==> src/rtl/ram_port_master.sv <==
// ram_port_master: byte-addressed load/store initiator for a 32-bit word RAM
// with byte enables and a registered (1-cycle) read port. Turns 1/2/4-byte
// requests into word accesses and assembles sign/zero-extended load results.
// Optional feature macro: RAM_PORT_MASTER_SPLIT_EN -- when defined, accesses
// that straddle a word boundary are split into two RAM accesses; otherwise
// they are rejected with an error response.
module ram_port_master #(
   parameter int RAM_ADDR_WIDTH = 12
) (
   input  logic                      clk,
   input  logic                      rst,
   input  logic                      req_valid,
   output logic                      req_ready,
   input  logic                      req_write,
   input  logic [RAM_ADDR_WIDTH+1:0] req_addr,
   input  logic [1:0]                req_size,
   input  logic                      req_signed,
   input  logic [31:0]               req_wdata,
   output logic                      rsp_valid,
   output logic [31:0]               rsp_rdata,
   output logic                      rsp_error,
   output logic [3:0]                ram_we,
   output logic [RAM_ADDR_WIDTH-1:0] ram_addr,
   output logic [31:0]               ram_din,
   input  logic [31:0]               ram_dout
);

`ifdef RAM_PORT_MASTER_SPLIT_EN
   localparam int LaneBytes = 8;
   typedef enum logic [2:0] {IDLE, WR_LO, WR_HI, RD_LO, RD_HI, RD_CAP, RESP} state_t;
`else
   localparam int LaneBytes = 4;
   typedef enum logic [2:0] {IDLE, WR_LO, RD_LO, RD_CAP, RESP} state_t;
`endif

   state_t                    r_state;
   state_t                    w_stateNext;
   logic [1:0]                r_off;
   logic [1:0]                r_size;
   logic                      r_signed;
   logic                      r_error;
   logic [31:0]               r_wdata;
   logic [RAM_ADDR_WIDTH-1:0] r_word;
   logic [RAM_ADDR_WIDTH-1:0] r_addrHold;
   logic [31:0]               r_dinHold;
   logic [31:0]               r_rdata;
`ifdef RAM_PORT_MASTER_SPLIT_EN
   logic                      r_span;
   logic [31:0]               r_lo;
`endif

   logic                      w_accept;
   logic                      w_reqSpan;
   logic                      w_reqError;
   logic [RAM_ADDR_WIDTH-1:0] w_reqWord;
   logic [3:0]                w_sizeMask;
   logic [LaneBytes-1:0]      w_laneMask;
   logic [8*LaneBytes-1:0]    w_laneData;
   logic [31:0]               w_loadVal;
   logic [31:0]               w_loadResult;

   assign w_accept  = req_valid && req_ready;
   assign w_reqWord = req_addr[RAM_ADDR_WIDTH+1:2];
   assign rsp_rdata = r_rdata;

   // Classify the incoming request: does it cross a word boundary, is it illegal
   always_comb begin
      w_reqSpan = 1'b0;
      case (req_size)
         2'd1:    w_reqSpan = (req_addr[1:0] == 2'd3);
         2'd2:    w_reqSpan = (req_addr[1:0] != 2'd0);
         default: w_reqSpan = 1'b0;
      endcase
`ifdef RAM_PORT_MASTER_SPLIT_EN
      w_reqError = (req_size == 2'd3) || (w_reqSpan && (&w_reqWord));
`else
      w_reqError = (req_size == 2'd3) || w_reqSpan;
`endif
   end

   // State register
   always_ff @(posedge clk or posedge rst) begin
      if (rst) r_state <= IDLE;
      else     r_state <= w_stateNext;
   end

   // Next-state and state-decoded outputs; address/data hold their last value when idle
   always_comb begin
      w_stateNext = r_state;
      req_ready   = 1'b0;
      rsp_valid   = 1'b0;
      rsp_error   = 1'b0;
      ram_we      = 4'b0000;
      ram_addr    = r_addrHold;
      ram_din     = r_dinHold;
      case (r_state)
         IDLE: begin
            req_ready = 1'b1;
            if (req_valid) begin
               if (w_reqError)     w_stateNext = RESP;
               else if (req_write) w_stateNext = WR_LO;
               else                w_stateNext = RD_LO;
            end
         end
         WR_LO: begin
            ram_we   = w_laneMask[3:0];
            ram_addr = r_word;
            ram_din  = w_laneData[31:0];
`ifdef RAM_PORT_MASTER_SPLIT_EN
            w_stateNext = r_span ? WR_HI : RESP;
`else
            w_stateNext = RESP;
`endif
         end
`ifdef RAM_PORT_MASTER_SPLIT_EN
         WR_HI: begin
            ram_we      = w_laneMask[7:4];
            ram_addr    = r_word + 1'b1;
            ram_din     = w_laneData[63:32];
            w_stateNext = RESP;
         end
         RD_HI: begin
            ram_addr    = r_word + 1'b1;
            w_stateNext = RD_CAP;
         end
`endif
         RD_LO: begin
            ram_addr = r_word;
`ifdef RAM_PORT_MASTER_SPLIT_EN
            w_stateNext = r_span ? RD_HI : RD_CAP;
`else
            w_stateNext = RD_CAP;
`endif
         end
         RD_CAP: w_stateNext = RESP;
         RESP: begin
            rsp_valid   = 1'b1;
            rsp_error   = r_error;
            w_stateNext = IDLE;
         end
         default: w_stateNext = IDLE;
      endcase
   end

   // Store lanes: byte mask and data shifted into place across one or two words
   always_comb begin
      case (r_size)
         2'd0:    w_sizeMask = 4'b0001;
         2'd1:    w_sizeMask = 4'b0011;
         default: w_sizeMask = 4'b1111;
      endcase
      w_laneMask       = '0;
      w_laneMask[3:0]  = w_sizeMask;
      w_laneMask       = w_laneMask << r_off;
      w_laneData       = '0;
      w_laneData[31:0] = r_wdata;
      w_laneData       = w_laneData << {r_off, 3'b000};
   end

   // Load result: right-align the addressed bytes, then sign or zero extend
   always_comb begin
`ifdef RAM_PORT_MASTER_SPLIT_EN
      w_loadVal = 32'({(r_span ? ram_dout : 32'd0), (r_span ? r_lo : ram_dout)} >> {r_off, 3'b000});
`else
      w_loadVal = ram_dout >> {r_off, 3'b000};
`endif
      case (r_size)
         2'd0:    w_loadResult = r_signed ? {{24{w_loadVal[7]}}, w_loadVal[7:0]}
                                          : {24'd0, w_loadVal[7:0]};
         2'd1:    w_loadResult = r_signed ? {{16{w_loadVal[15]}}, w_loadVal[15:0]}
                                          : {16'd0, w_loadVal[15:0]};
         default: w_loadResult = w_loadVal;
      endcase
   end

   // Request latch, RAM output hold registers, low-word capture and result register
   always_ff @(posedge clk or posedge rst) begin
      if (rst) begin
         r_off      <= 2'd0;
         r_size     <= 2'd0;
         r_signed   <= 1'b0;
         r_error    <= 1'b0;
         r_wdata    <= 32'd0;
         r_word     <= '0;
         r_addrHold <= '0;
         r_dinHold  <= 32'd0;
         r_rdata    <= 32'd0;
`ifdef RAM_PORT_MASTER_SPLIT_EN
         r_span     <= 1'b0;
         r_lo       <= 32'd0;
`endif
      end else begin
         r_addrHold <= ram_addr;
         r_dinHold  <= ram_din;
         if (w_accept) begin
            r_off    <= req_addr[1:0];
            r_size   <= req_size;
            r_signed <= req_signed;
            r_wdata  <= req_wdata;
            r_word   <= w_reqWord;
            r_error  <= w_reqError;
            r_rdata  <= 32'd0;
`ifdef RAM_PORT_MASTER_SPLIT_EN
            r_span   <= w_reqSpan;
`endif
         end
`ifdef RAM_PORT_MASTER_SPLIT_EN
         if (r_state == RD_HI) r_lo <= ram_dout;
`endif
         if (r_state == RD_CAP) r_rdata <= w_loadResult;
      end
   end

endmodule

==> config.mk <==
export PLATFORM = sky130hd
export DESIGN_NAME = ram_port_master
export DESIGN_NICKNAME = d
export VERILOG_FILES = /design/src/rtl/ram_port_master.sv
export SDC_FILE = /design/constraint.sdc
export NUM_CORES = 1
export LEC_CHECK = 0
export BUFFER_PORTS_ARGS = -buffer_cell sky130_fd_sc_hd__buf_2
export CORE_ASPECT_RATIO = 1.2
export CORE_MARGIN = 5
export CORE_UTILIZATION = 40
export CTS_BUF_LIST = sky130_fd_sc_hd__clkbuf_4 sky130_fd_sc_hd__clkbuf_8
export CTS_CLUSTER_SIZE = 40
export DETAILED_ROUTE_END_ITERATION = 10
export HOLD_SLACK_MARGIN = 0.15
export PLACE_DENSITY = 0.77
export RECOVER_POWER = 25
export SYNTH_ARGS = -nofsm -noshare
export SYNTH_HDL_FRONTEND = slang
export SYNTH_SLANG_ARGS = --single-unit
==> constraint.sdc <==
create_clock -name clk -period 4.02 [get_ports clk]
set_input_delay 0.804 -clock clk [delete_from_list [all_inputs] [get_ports clk]]
set_output_delay 0.804 -clock clk [all_outputs]
set_load 0.05 [all_outputs]
Word level (Yosys, flattened, before mapping)
Cells that the tools add are included.

storage, ports and cells
  register bits = 129
  bits in latches = 0
  memory bits (writable) = 0
  memory bits (read-only) = 0
  output and inout port bits = 83
  word-level logic and storage cells = 48
  memories = 0

operators by class
  add/subtract/negate cells = 0
  multiply operators = 0
  div/mod/pow operators = 0
  $lt $le $gt $ge = 0
  eq/ne operators = 10
  shift-type cells = 3
  mux-type cells = 17
  bitwise gates (word level) = 0
  reduce and logical (&&, ||, !) cells = 8

operators with widths
  operator                                              number
  two-way mux 32 bit                                    5
  one-hot mux 32 bit (2 select lines)                   1
  << shifter 32 x 5 -> 32 bit                           1
  >> shifter 32 x 5 -> 32 bit                           1
  two-way mux 12 bit                                    1
  one-hot mux 3 bit (3 select lines)                    1
  one-hot mux 4 bit (2 select lines)                    1
  equality test 2 bit (second input constant)           3
  equality test 3 x 2 -> 1 bit (second input constant)  2
  two-way mux 3 bit                                     2
  equality test 2 x 1 -> 1 bit (second input constant)  2
  two-way mux 4 bit                                     1
  nonzero test 2 bit                                    2
  OR reduction 2 bit                                    2
  << shifter 4 x 2 -> 4 bit                             1
  equality test 3 x 1 -> 1 bit (second input constant)  1
  equality test 3 bit (second input constant)           1
  zero test 3 bit                                       1
  two-way mux 1 bit                                     3
  zero test 2 bit                                       1
  two-way mux 2 bit                                     1
  inequality test 2 bit (second input constant)         1
  one-hot mux 1 bit (2 select lines)                    1
  logical AND 1 bit                                     1
  logical OR 1 bit                                      1

Logic depth before layout (Yosys ltp)
  word-level depth = 6
  gate-level depth with buffers = 7
  mapped depth without buffers = 6

Least setup slack after synthesis
Ideal clock, no wire load.

  path type = reg-to-output
  start point = register r_state[0]
  end point = output port ram_din[10]
  data arrival time = 2488 ps
  required time = 3216 ps
  setup slack = 728 ps
  cell stages (with the launch flop) = 7
  path through = dfrtp_1 > buf_4 > inv_1 > or3_1 > buf_2 > clkbuf_1 > o31ai_1

on the way
  word-level cells in the longest chain between the ends = 2

ends and longest elaborated chain
  element                       RTL line  RTL
  start, declared               36        state_t r_state;
  start signal, assigned        84        else r_state <= w_stateNext;
  equality test 3 x 1 -> 1 bit  96        case (r_state)
  two-way mux 32 bit            96
  end, declared                 24        output logic [31:0] ram_din,

Every way passes these cells.

Final worst setup path
  start point = register r_state[0]
  end point = output port ram_din[0]

Same word-level chain as after synthesis.

==> flow_metrics.py <==
metrics = {
    "setup_path": {
        "crit_chain": "inv_1 -> or3_2 -> nor3_4 -> a22o_1 -> buf_2",
        "worstPathArrival_ns": 2.84,
        "reg2reg_depth": 5,
        "r2r_slack_ns": 1.08,
        "critPathMaxStageDelay_ns": 0.82,
        "critPathLaunchType": "flip-flop",
        "reg2reg_from": "r_off[0]",
        "critPathCaptureType": "primary output",
        "cp.buffers_inverters": 2,
        "path_max_fanout": 37,
        "critPathRequiredTime_ns": 3.22,
        "cp_slowest_cell": "or3_2",
        "path_class": "flip-flop to primary output",
        "r2r_end": "rsp_rdata[16]",
        "cp_top_family": "simple AND/OR/NAND/NOR gates",
    },
    "flow_run": {
        "drv_cap": 1,
    },
    "timing": {
        "period_needed_ns": 3.64,
        "slew_viol_final": 47,
        "fin_crit_sh_pct": 90.7,
        "finClkSkew_ns": 0.0123,
        "setup_viol": 0,
        "fmax_mhz": 274,
        "rsz0062_at_grt": "no",
        "slew_headroom_pct": -43.3,
        "fin_tns_setup_ns": 0,
        "finalHoldViolations": 0,
        "worst_pin_slew_ns": 2.14,
    },
    "route": {
        "drtPass1Iterations": 5,
        "routed_wl_um": 16600,
        "postRouteAntennaNets": 0,
        "vias": 4903,
        "wire_per_inst_um": 17.2,
        "drtIter0Drc": 310,
        "drc": 0,
        "via_per_inst": 5.08,
    },
    "power": {
        "seq_power_share_pct": 30.1,
        "swShare_pct": 50.9,
        "internal-power_mw": 3.77,
        "p_sw_mw": 3.91,
        "pwr-share-comb_pct": 53.3,
        "leakage_nw": 3.86,
        "clockPowerShare_pct": 16.6,
        "p_per_area_nw_per_um2": 1030,
        "peakVddDrop_mv": 0.550,
    },
    "place": {
        "hpwl_um": 12000,
        "dpl_cell_area_um2": 7000,
        "port_buffers": 167,
        "globalplace.congestion": 0.855,
    },
    "floorplanning": {
        "die_area_um2": 17700,
        "pin_count": 168,
        "core_area_um2": 14900,
        "start_util_pct": 40.6,
        "die_w_um": 122,
        "die_h_um": 145,
        "rows": 49,
    },
    "cts": {
        "clock_path_buffers": 2,
        "insertion_delay_ns": 0.44,
        "cts-root-buf": "clkbuf_8",
        "cts_tree": "built",
        "cts.sinks": 129,
        "cts_resized": 0,
        "ctsHoldBuffers": 0,
        "clk_pin_slew_worst_paths_ns": 0.07,
        "cts_setup_buffers": 0,
        "cts_made_buffers": 17,
        "cts_max_level": 4,
    },
    "grt": {
        "antenna_found_initial": 2,
        "grt_max_degree": 60,
        "grt_overflow": 0,
        "grt_pass1_wl_um": 25700,
        "grt_pass1_vias": 4803,
        "grt_usage_pct": 19.0,
    },
    "finish": {
        "design_area_um2": 7450,
        "area_growth_pct": 23.3,
        "final_nets": 835,
        "n_fill_cell": 1400,
        "drive_gt1_share_pct": 33.3,
    },
    "synthesis": {
        "syn_area_um2": 6040,
        "synth-simple-area-share_pct": 17.0,
        "syn_nets": 688,
        "ys_top_cells_by_area": "dfrtp_1 (53%), nand2_1 (10%), mux2_2 (5.4%)",
        "synth_top_family_by_area": "simple AND/OR/NAND/NOR gates",
        "synth_seq_cells": 129,
        "async_flop_share_pct": 100,
        "synth_top_area_cell": "dfrtp_1",
        "synthCells": 600,
        "post_synth.cell_area_avg_um2": 10.1,
        "yosysSeqAreaShare_pct": 53.4,
        "synth_compound_area_share_pct": 13.5,
        "synth_mux_area_share_pct": 11.0,
        "synthDistinctLibCells": 46,
        "yosys_warnings": 0,
        "synth-edff-count": 0,
        "synth_top_flop_cell": "dfrtp_1",
        "synth_xor_area_share_pct": 0.145,
        "synth_top_area_share_pct": 53.4,
        "synthAdderAreaFrac_pct": 0.621,
    },
    "worst_hold_path": {
        "hold_path_depth": 2,
        "min_path_type": "flip-flop to flip-flop",
        "min_from": "r_wdata[29]",
        "hold_end": "r_wdata[29]",
    },
    "status": {
        "violations": "capacitance limit, slew limit",
        "outcome": "finished, violations left",
    },
}
[kinds of logic after synthesis]
logic type                 count (synthesis)
muxes                                     61
DFF                                      129
AOI/OAI and AO/OA                        117
xor gates and xnor gates                   1
and+or+nand+nor                          232
adders and majority gates                  3
buffers and inverters                     57
[worst register-to-register path, stage by stage, from the launching register on]
cell and delay [ns]:
dfrtp_2 0.78, buf_4 0.53, and4b_1 0.34, a31oi_4 0.06, a2111oi_4 0.93, a221o_2 0.24
[layer usage]
metal	GRT usage (%)	vias to the layer above	share of wire (%)
met5	0	-	0.042
met4	8.31	2	3.2
met3	5.20	36	6.1
met2	30.0	156	48
met1	24.6	2347	43
li1	-	2362	-
[stage by stage]
step	utilization (%)	total power [mW]	instances	hold slack [ns]	worst slack [ns]
detailed placement	47.0	6.49	932	0.458	0.844
floorplan	-	5.52	600	0.438	0.728
global route	50.0	8.16	964	0.496	0.198
finish	50.0	7.68	965	0.468	0.375
global placement	47.0	6.41	932	0.452	0.901
CTS	50.0	7.77	963	0.474	0.351
[how the worst max path moves through the flow]
| stage | from | to | depth (start not counted) |
|---|---|---|---|
| after floorplan | r_state[0] | ram_din[10] | 6 |
| after global placement | r_state[0] | ram_din[0] | 5 |
| after detailed placement | r_state[0] | ram_din[2] | 5 |
| after CTS | r_state[0] | ram_din[7] | 5 |
| after global routing | r_state[0] | ram_din[20] | 5 |
| final | r_state[0] | ram_din[0] | 5 |
[Yosys cell counts (7+ instances only)]
master    number
inv_1          9
o31ai_1        8
a221o_2       10
o21ai_0       35
nand3_1       16
dfrtp_1      129
nor2_1        22
clkbuf_1      22
nand2_1      161
buf_2         17
a22o_1         9
mux2i_1       30
nand3b_1       7
nor2b_1       10
a21oi_1       31
a211oi_1       8
mux2_2        29
[cell usage in the layout, fill, tap and decap left out, types with 10 or more instances in the layout]
cell type,n
nor2b_1,10
clkbuf_8,19
a221o_2,10
nand2_1,160
o21ai_0,35
nor2_1,22
nand3_1,16
mux2i_1,30
dfrtp_1,127
buf_2,167
mux2_2,20
a21oi_1,31
[final cells by class]
type / instances / area [µm²] / share of cell area [%]
diodes: 2 / 5.00 / 0.0672
clock buffers: 20 / 269 / 3.61
clock inverters: 11 / 185 / 2.49
inverters: 9 / 35.0 / 0.470
multi-input cells: 414 / 2560 / 34.3
flip-flops and latches: 129 / 3230 / 43.4
well taps: 204 / 255 / 3.43
repair buffers: 176 / 912 / 12.2
[power groups by stage]
stage                     clock network, mW  logic (mW)  registers, mW
after floorplan                           0        3.10           2.42
after global placement                    0        4.10           2.31
after detailed placement                  0        4.16           2.33
after CTS                              1.30        4.17           2.31
after global routing                   1.36        4.41           2.39
final                                  1.27        4.10           2.31
[flip-flops by register name, summed over array words and instances (netlist names)]
name,cells
r_dinHold,32
r_wdata,32
rsp_rdata,32
r_addrHold,12
r_word,12
r_state,3
r_off,2
r_size,2
r_error,1
r_signed,1
Note: power is estimated with default switching activity, not from simulation.
